**src/rtl/uart_rx_if.sv**
```systemverilog
// Receive-side byte channel from uart_rx to its consumer: byte, qualifying
// status flags, line-activity indication and the consumer's ready.
interface uart_rx_if #(
  parameter int DATA_BITS = 8
);
  // valid_o/ready_i: a byte transfers in any cycle where both are high;
  // data_o and parity_err_o hold steady while valid_o is high and not accepted.
  logic [DATA_BITS-1:0] data_o;
  logic                 valid_o;
  logic                 ready_i;
  logic                 parity_err_o;
  logic                 frame_err_o;
  logic                 overrun_o;
  logic                 busy_o;

  modport master (
    output data_o,
    output valid_o,
    output parity_err_o,
    output frame_err_o,
    output overrun_o,
    output busy_o,
    input  ready_i
  );

  modport slave (
    input  data_o,
    input  valid_o,
    input  parity_err_o,
    input  frame_err_o,
    input  overrun_o,
    input  busy_o,
    output ready_i
  );
endinterface

```
**src/rtl/uart_rx.sv**
```systemverilog
// UART receiver: synchronises rx_i, samples each bit at its centre, checks
// optional parity and the stop bit, and hands bytes out over valid/ready.
module uart_rx #(
  parameter int BR_CNT_MAX  = 867,
  parameter int BR2_CNT_MAX = BR_CNT_MAX / 2,
  parameter int DATA_BITS   = 8,
  parameter bit PARITY_EN   = 1'b0,
  parameter bit PARITY_ODD  = 1'b0
) (
  input  logic       clk_i,
  input  logic       rst_i,
  input  logic       rx_i,
  uart_rx_if.master  bus,
  output logic [2:0] state_o
);

  localparam int CW = (BR_CNT_MAX > 0) ? $clog2(BR_CNT_MAX + 1) : 1;
  localparam logic [CW-1:0] CNT_MAX  = CW'(BR_CNT_MAX);
  localparam logic [CW-1:0] CNT_HALF = CW'(BR2_CNT_MAX);
  localparam logic [2:0]    LAST_IDX = 3'(DATA_BITS - 1);

  typedef enum logic [2:0] {
    S_IDLE   = 3'd0,
    S_START  = 3'd1,
    S_DATA   = 3'd2,
    S_PARITY = 3'd3,
    S_STOP   = 3'd4,
    S_BREAK  = 3'd5
  } state_t;

  state_t               state_q, state_d;
  logic                 rx_meta, rx_s;
  logic [CW-1:0]        cnt_q;
  logic [2:0]           bit_idx_q;
  logic [DATA_BITS-1:0] shift_q;
  logic                 par_err_q;
  logic                 at_bit_end;
  logic                 shift_en;
  logic                 par_load;
  logic                 deliver;
  logic                 frame_bad;

  // Both synchroniser flops reset to the idle line level so reset never
  // looks like a start bit.
  always_ff @(posedge clk_i or posedge rst_i) begin
    if (rst_i) begin
      rx_meta <= 1'b1;
      rx_s    <= 1'b1;
    end else begin
      rx_meta <= rx_i;
      rx_s    <= rx_meta;
    end
  end

  assign at_bit_end = (cnt_q == CNT_MAX);

  always_comb begin
    state_d   = state_q;
    shift_en  = 1'b0;
    par_load  = 1'b0;
    deliver   = 1'b0;
    frame_bad = 1'b0;
    case (state_q)
      S_IDLE: begin
        if (!rx_s) state_d = S_START;
      end
      S_START: begin
        if (cnt_q == CNT_HALF) state_d = rx_s ? S_IDLE : S_DATA;
      end
      S_DATA: begin
        if (at_bit_end) begin
          shift_en = 1'b1;
          if (bit_idx_q == LAST_IDX) state_d = PARITY_EN ? S_PARITY : S_STOP;
        end
      end
      S_PARITY: begin
        if (at_bit_end) begin
          par_load = 1'b1;
          state_d  = S_STOP;
        end
      end
      S_STOP: begin
        if (at_bit_end) begin
          if (rx_s) begin
            deliver = 1'b1;
            state_d = S_IDLE;
          end else begin
            frame_bad = 1'b1;
            state_d   = S_BREAK;
          end
        end
      end
      S_BREAK: begin
        if (rx_s) state_d = S_IDLE;
      end
      default: state_d = S_IDLE;
    endcase
  end

  always_ff @(posedge clk_i or posedge rst_i) begin
    if (rst_i) state_q <= S_IDLE;
    else       state_q <= state_d;
  end

  // Clearing on every state change keeps all later samples one full bit
  // period apart, starting from the start-bit centre.
  always_ff @(posedge clk_i or posedge rst_i) begin
    if (rst_i) begin
      cnt_q <= '0;
    end else if ((state_d != state_q) || at_bit_end) begin
      cnt_q <= '0;
    end else begin
      cnt_q <= cnt_q + 1'b1;
    end
  end

  always_ff @(posedge clk_i or posedge rst_i) begin
    if (rst_i) begin
      bit_idx_q <= '0;
      shift_q   <= '0;
      par_err_q <= 1'b0;
    end else begin
      if (state_q != S_DATA) begin
        bit_idx_q <= '0;
      end else if (shift_en) begin
        bit_idx_q <= bit_idx_q + 1'b1;
      end
      if (shift_en) shift_q <= {rx_s, shift_q[DATA_BITS-1:1]};
      if (state_q == S_START) begin
        par_err_q <= 1'b0;
      end else if (par_load) begin
        par_err_q <= (^shift_q) ^ rx_s ^ PARITY_ODD;
      end
    end
  end

  // A new byte may replace the held one only when that one is being taken in
  // the same cycle; otherwise the new byte is lost and flagged as overrun.
  always_ff @(posedge clk_i or posedge rst_i) begin
    if (rst_i) begin
      bus.data_o       <= '0;
      bus.valid_o      <= 1'b0;
      bus.parity_err_o <= 1'b0;
      bus.frame_err_o  <= 1'b0;
      bus.overrun_o    <= 1'b0;
    end else begin
      bus.frame_err_o <= frame_bad;
      bus.overrun_o   <= 1'b0;
      if (deliver) begin
        if (!bus.valid_o || bus.ready_i) begin
          bus.data_o       <= shift_q;
          bus.parity_err_o <= par_err_q;
          bus.valid_o      <= 1'b1;
        end else begin
          bus.overrun_o <= 1'b1;
        end
      end else if (bus.valid_o && bus.ready_i) begin
        bus.valid_o <= 1'b0;
      end
    end
  end

  assign bus.busy_o = (state_q != S_IDLE);
  assign state_o    = state_q;

endmodule

```
**src/flat_wrapper.sv**
```systemverilog
// flat-port wrapper written by rule: the top's interface ports become plain ports
module uart_rx_flat 
#(
  parameter int BR_CNT_MAX  = 867,
  parameter int BR2_CNT_MAX = BR_CNT_MAX / 2,
  parameter int DATA_BITS   = 8,
  parameter bit PARITY_EN   = 1'b0,
  parameter bit PARITY_ODD  = 1'b0
)
  (clk_i, rst_i, rx_i, state_o, bus_data_o, bus_valid_o, bus_parity_err_o, bus_frame_err_o, bus_overrun_o, bus_busy_o, bus_ready_i);
  uart_rx_if #(.DATA_BITS(DATA_BITS)) bus_i ();
  input  logic clk_i;
  input  logic rst_i;
  input  logic rx_i;
  output logic [2:0] state_o;
  output wire logic [$bits(bus_i.data_o)-1:0] bus_data_o;
  output wire logic [$bits(bus_i.valid_o)-1:0] bus_valid_o;
  output wire logic [$bits(bus_i.parity_err_o)-1:0] bus_parity_err_o;
  output wire logic [$bits(bus_i.frame_err_o)-1:0] bus_frame_err_o;
  output wire logic [$bits(bus_i.overrun_o)-1:0] bus_overrun_o;
  output wire logic [$bits(bus_i.busy_o)-1:0] bus_busy_o;
  input wire logic [$bits(bus_i.ready_i)-1:0] bus_ready_i;
  assign bus_data_o = bus_i.data_o;
  assign bus_valid_o = bus_i.valid_o;
  assign bus_parity_err_o = bus_i.parity_err_o;
  assign bus_frame_err_o = bus_i.frame_err_o;
  assign bus_overrun_o = bus_i.overrun_o;
  assign bus_busy_o = bus_i.busy_o;
  assign bus_i.ready_i = bus_ready_i;
  uart_rx #(.BR_CNT_MAX(BR_CNT_MAX), .BR2_CNT_MAX(BR2_CNT_MAX), .DATA_BITS(DATA_BITS), .PARITY_EN(PARITY_EN), .PARITY_ODD(PARITY_ODD)) u_core (.clk_i(clk_i), .rst_i(rst_i), .rx_i(rx_i), .bus(bus_i), .state_o(state_o));
endmodule
```
**config.mk**
```make
export PLATFORM = sky130hd
export DESIGN_NAME = uart_rx_flat
export DESIGN_NICKNAME = d
export VERILOG_FILES = /design/src/rtl/uart_rx_if.sv /design/src/rtl/uart_rx.sv /design/src/flat_wrapper.sv
export SDC_FILE = /design/constraint.sdc
export NUM_CORES = 1
export LEC_CHECK = 0
export CORE_AREA = 2 2 63 71
export DETAILED_ROUTE_END_ITERATION = 7
export DIE_AREA = 0 0 65 73
export GPL_TIMING_DRIVEN = 0
export PLACE_DENSITY = 0.68
export SETUP_SLACK_MARGIN = 0.4
export SLEW_MARGIN = 20
export SYNTH_ARGS = -nofsm -noshare
export SYNTH_HDL_FRONTEND = slang
export SYNTH_SLANG_ARGS = --single-unit
```
**constraint.sdc**
```tcl
create_clock -name clk_i -period 1.9 [get_ports clk_i]
set_input_delay 0.285 -clock clk_i [delete_from_list [all_inputs] [get_ports clk_i]]
set_output_delay 0.285 -clock clk_i [all_outputs]
set_load 0.03 [all_outputs]
```
==> results.toml <==
[final_layout]
final_nets = 223
diodes = 0
syn_to_final_growth_pct = 41.8
finish.utilization_pct = 67.0
final_area_mm2 = 0.00275
drive_above_1_share_pct = 42.6

[place]
place.gp.congestion = 0.908
port_buffers = 19
dpl-instance-area_mm2 = 0.00220
hpwl_um = 2460

[synth]
synth_seq_area_share_pct = 50.5
ys.flop_type = "dfrtp_1"
ys_types = 39
synth_area_per_cell_um2 = 11.7
synth_edf_count = 0
synthCells = 165
syn_nets = 173
synth_area_mm2 = 0.00194
yosysWarnings = 0
synthArstFlopShare_pct = 100
ys_ff_latch = 39

[power_and_ir_drop]
p_leak_nw = 1.27
power_density_mw_per_mm2 = 697
vdd_ir_drop_max_mv = 0.502
power_mw = 1.91

[timing]
fin_crit_ns = 2.03
worst_pin_slew_ns = 0.808
setup_viol = 30
timing.slew.headroom_pct = 46.1
slew_viol_final = 0
fmax_ghz = 0.492
rsz0062_at_grt = "yes"
finalCritPeriodShare_pct = 107
hold_viol = 0
tns_ns = -2.25
fin_skew_ns = 0.00516
fin_ws_ns = -0.132

[worst_setup_path]
cp-end-kind = "register"
cp.arrival_ns = 2.20
worstSetupStartpointType = "register"
worstPathRequired_ns = 2.07
crit_type = "register to register"
regToRegSetupSlack_ns = -0.13
critPathMaxFanout = 5

[die]
ioPinCount = 20
start_util_pct = 47.2
die_w_um = 65
rows = 25
dieArea_mm2 = 0.00475
core_mm2 = 0.00410
die_y_um = 73

[clock_network]
cts_tree = "done"
clk_pin_slew_ns = 0.07
htreeDepth = 2
cts_buffers = 5
insertion_delay_ns = 0.30
clock_sinks = 39
cts-root-buf = "clkbuf_8"
clk_path_buf_depth = 2

[worst_hold_path]
min_path_type = "register to register"

[outcome]
failed_checks = "setup timing"
status = "finished, violations left"

[grt]
grt_max_degree = 40
grt.total_usage_pct = 19.9
grt_overflow = 0
antenna_found_initial = 0
grt_pass1_vias = 1553
grt_pass1_wl_um = 7190

[routing]
drt-initial-drc-count = 134
ant_nets = 0
dr_total_vias = 1473
routedWlPerCell_um = 16.7
drtPass1Iterations = 4
wl_um = 4520
post-route-drc-count = 0
viasPerCell = 5.46

[job]
cap_violations = 0
[power by group]
group,switching (mW),internal (mW)
Sequential,0.0281,0.863
Combinational,0.101,0.0972
Clock,0.300,0.525
Total,0.428,1.49
[cell usage after synthesis (2+ instances only)]
library cell	instances	area [um^2]
a21oi_1	5	25.0
buf_2	2	10.0
clkbuf_1	2	7.51
dfrtp_1	37	926
dfstp_2	2	52.6
ha_1	4	50.1
inv_1	8	30.0
mux2_2	8	90.1
mux2_4	9	135
nand2_1	14	52.6
nand3_1	2	10.0
nand4_1	2	12.5
nand4bb_1	2	22.5
nor2_1	11	41.3
nor3_1	14	70.1
o211ai_1	2	15.0
o21ai_0	2	10.0
o21ai_1	2	10.0
or3_1	2	12.5
xnor2_1	12	105
xor2_1	5	43.8
[path summary, 6_finish.rpt]
kind	startpoint	end	depth (start not counted)
max in group asynchronous	rst_i	u_core.cnt_q[0]	2
worst min register to register	u_core.rx_meta	u_core.rx_s	0
min in group asynchronous	rst_i	u_core.shift_q[1]	2
worst min-delay path	u_core.rx_meta	u_core.rx_s	0
worst max-delay path	u_core.cnt_q[2]	u_core.cnt_q[2]	6
worst max register to register	u_core.cnt_q[2]	u_core.cnt_q[2]	6
[state kept, by name (all words and copies together), names as in the netlist]
register	count
u_core.shift_q	8
u_core.state_o	3
u_core.bit_idx_q	3
u_core.bus.overrun_o	1
u_core.rx_s	1
u_core.bus.frame_err_o	1
u_core.bus.valid_o	1
u_core.par_err_q	1
u_core.bus.data_o	8
u_core.rx_meta	1
u_core.bus.parity_err_o	1
u_core.cnt_q	10
[cells by family (layout without fill, tap and decap cells)]
group | Yosys count | in the layout | synth area share [%]
AOI/OAI and AO/OA | 18 | 20 | 7.50
xor gates and xnor gates | 17 | 17 | 7.69
and+or+nand+nor | 56 | 56 | 16.6
buffers and inverters | 14 | 63 | 3.43
adders and majority gates | 4 | 4 | 2.59
muxes | 17 | 17 | 11.6
DFF | 39 | 39 | 50.5
[layout make-up]
class	instances	area, um^2
fillers	296	1350
multi-input cells	114	1100
flip-flops and latches	39	981
repair buffers	41	362
clock buffers	6	72.6
plain buffers	6	70.1
well taps	54	67.6
clock inverters	2	60.1
inverters	8	33.8
[worst max-delay path, cell delays in order, from the launching register on]
cell and delay, ns:
dfrtp_1 0.39, or3b_4 0.43, or3_4 0.34, buf_6 0.14, a21oi_4 0.23, a2bb2oi_4 0.29
nor3_2 0.08
[metrics by stage]
step | hold WS, ns | worst slack, ns | cells
detailed placement | 0.347 | -0.258 | 238
global placement | 0.346 | -0.216 | 238
CTS | 0.358 | -0.0415 | 264
floorplan | 0.289 | -0.0609 | 165
global route | 0.362 | -0.193 | 270
finish | 0.357 | -0.132 | 270
[cells in the final DEF, fill, tap and decap left out, drive strengths merged, types with 2 or more instances in the layout]
cell type	n
a2bb2oi	2
clkbuf	6
nand4	3
o21ai	5
mux2	17
bufinv	2
nor2	12
nand4bb	2
o211ai	2
nor3	15
xnor2	12
dfrtp	37
xor2	5
clkdlybuf4s50	3
dfstp	2
nand2	14
nand3	2
or3	2
a21oi	6
inv	7
ha	4
dlygate4sd2	15
buf	29
[repair_timing]
| item | 4_1_cts | 5_1_grt |
|---|---|---|
| pin swaps | 11 | 6 |
| gates cloned | 2 | 0 |
| gates resized for setup | 51 | 27 |
| hold endpoints to repair | 0 | 0 |
| setup buffers | 16 | 6 |
| hold buffers | 0 | 0 |
| endpoints found under the setup margin | 53 | 38 |
[metal layers]
| layer | track usage [%] | routed length (um) | up-vias |
|---|---|---|---|
| met5 | 0 | 0 | - |
| met4 | 8.75 | 109 | 0 |
| met3 | 5.25 | 176 | 13 |
| met2 | 33.6 | 2370 | 36 |
| met1 | 24.1 | 1860 | 744 |
| li1 | - | - | 680 |
Note: power is estimated with default switching activity, not from simulation.
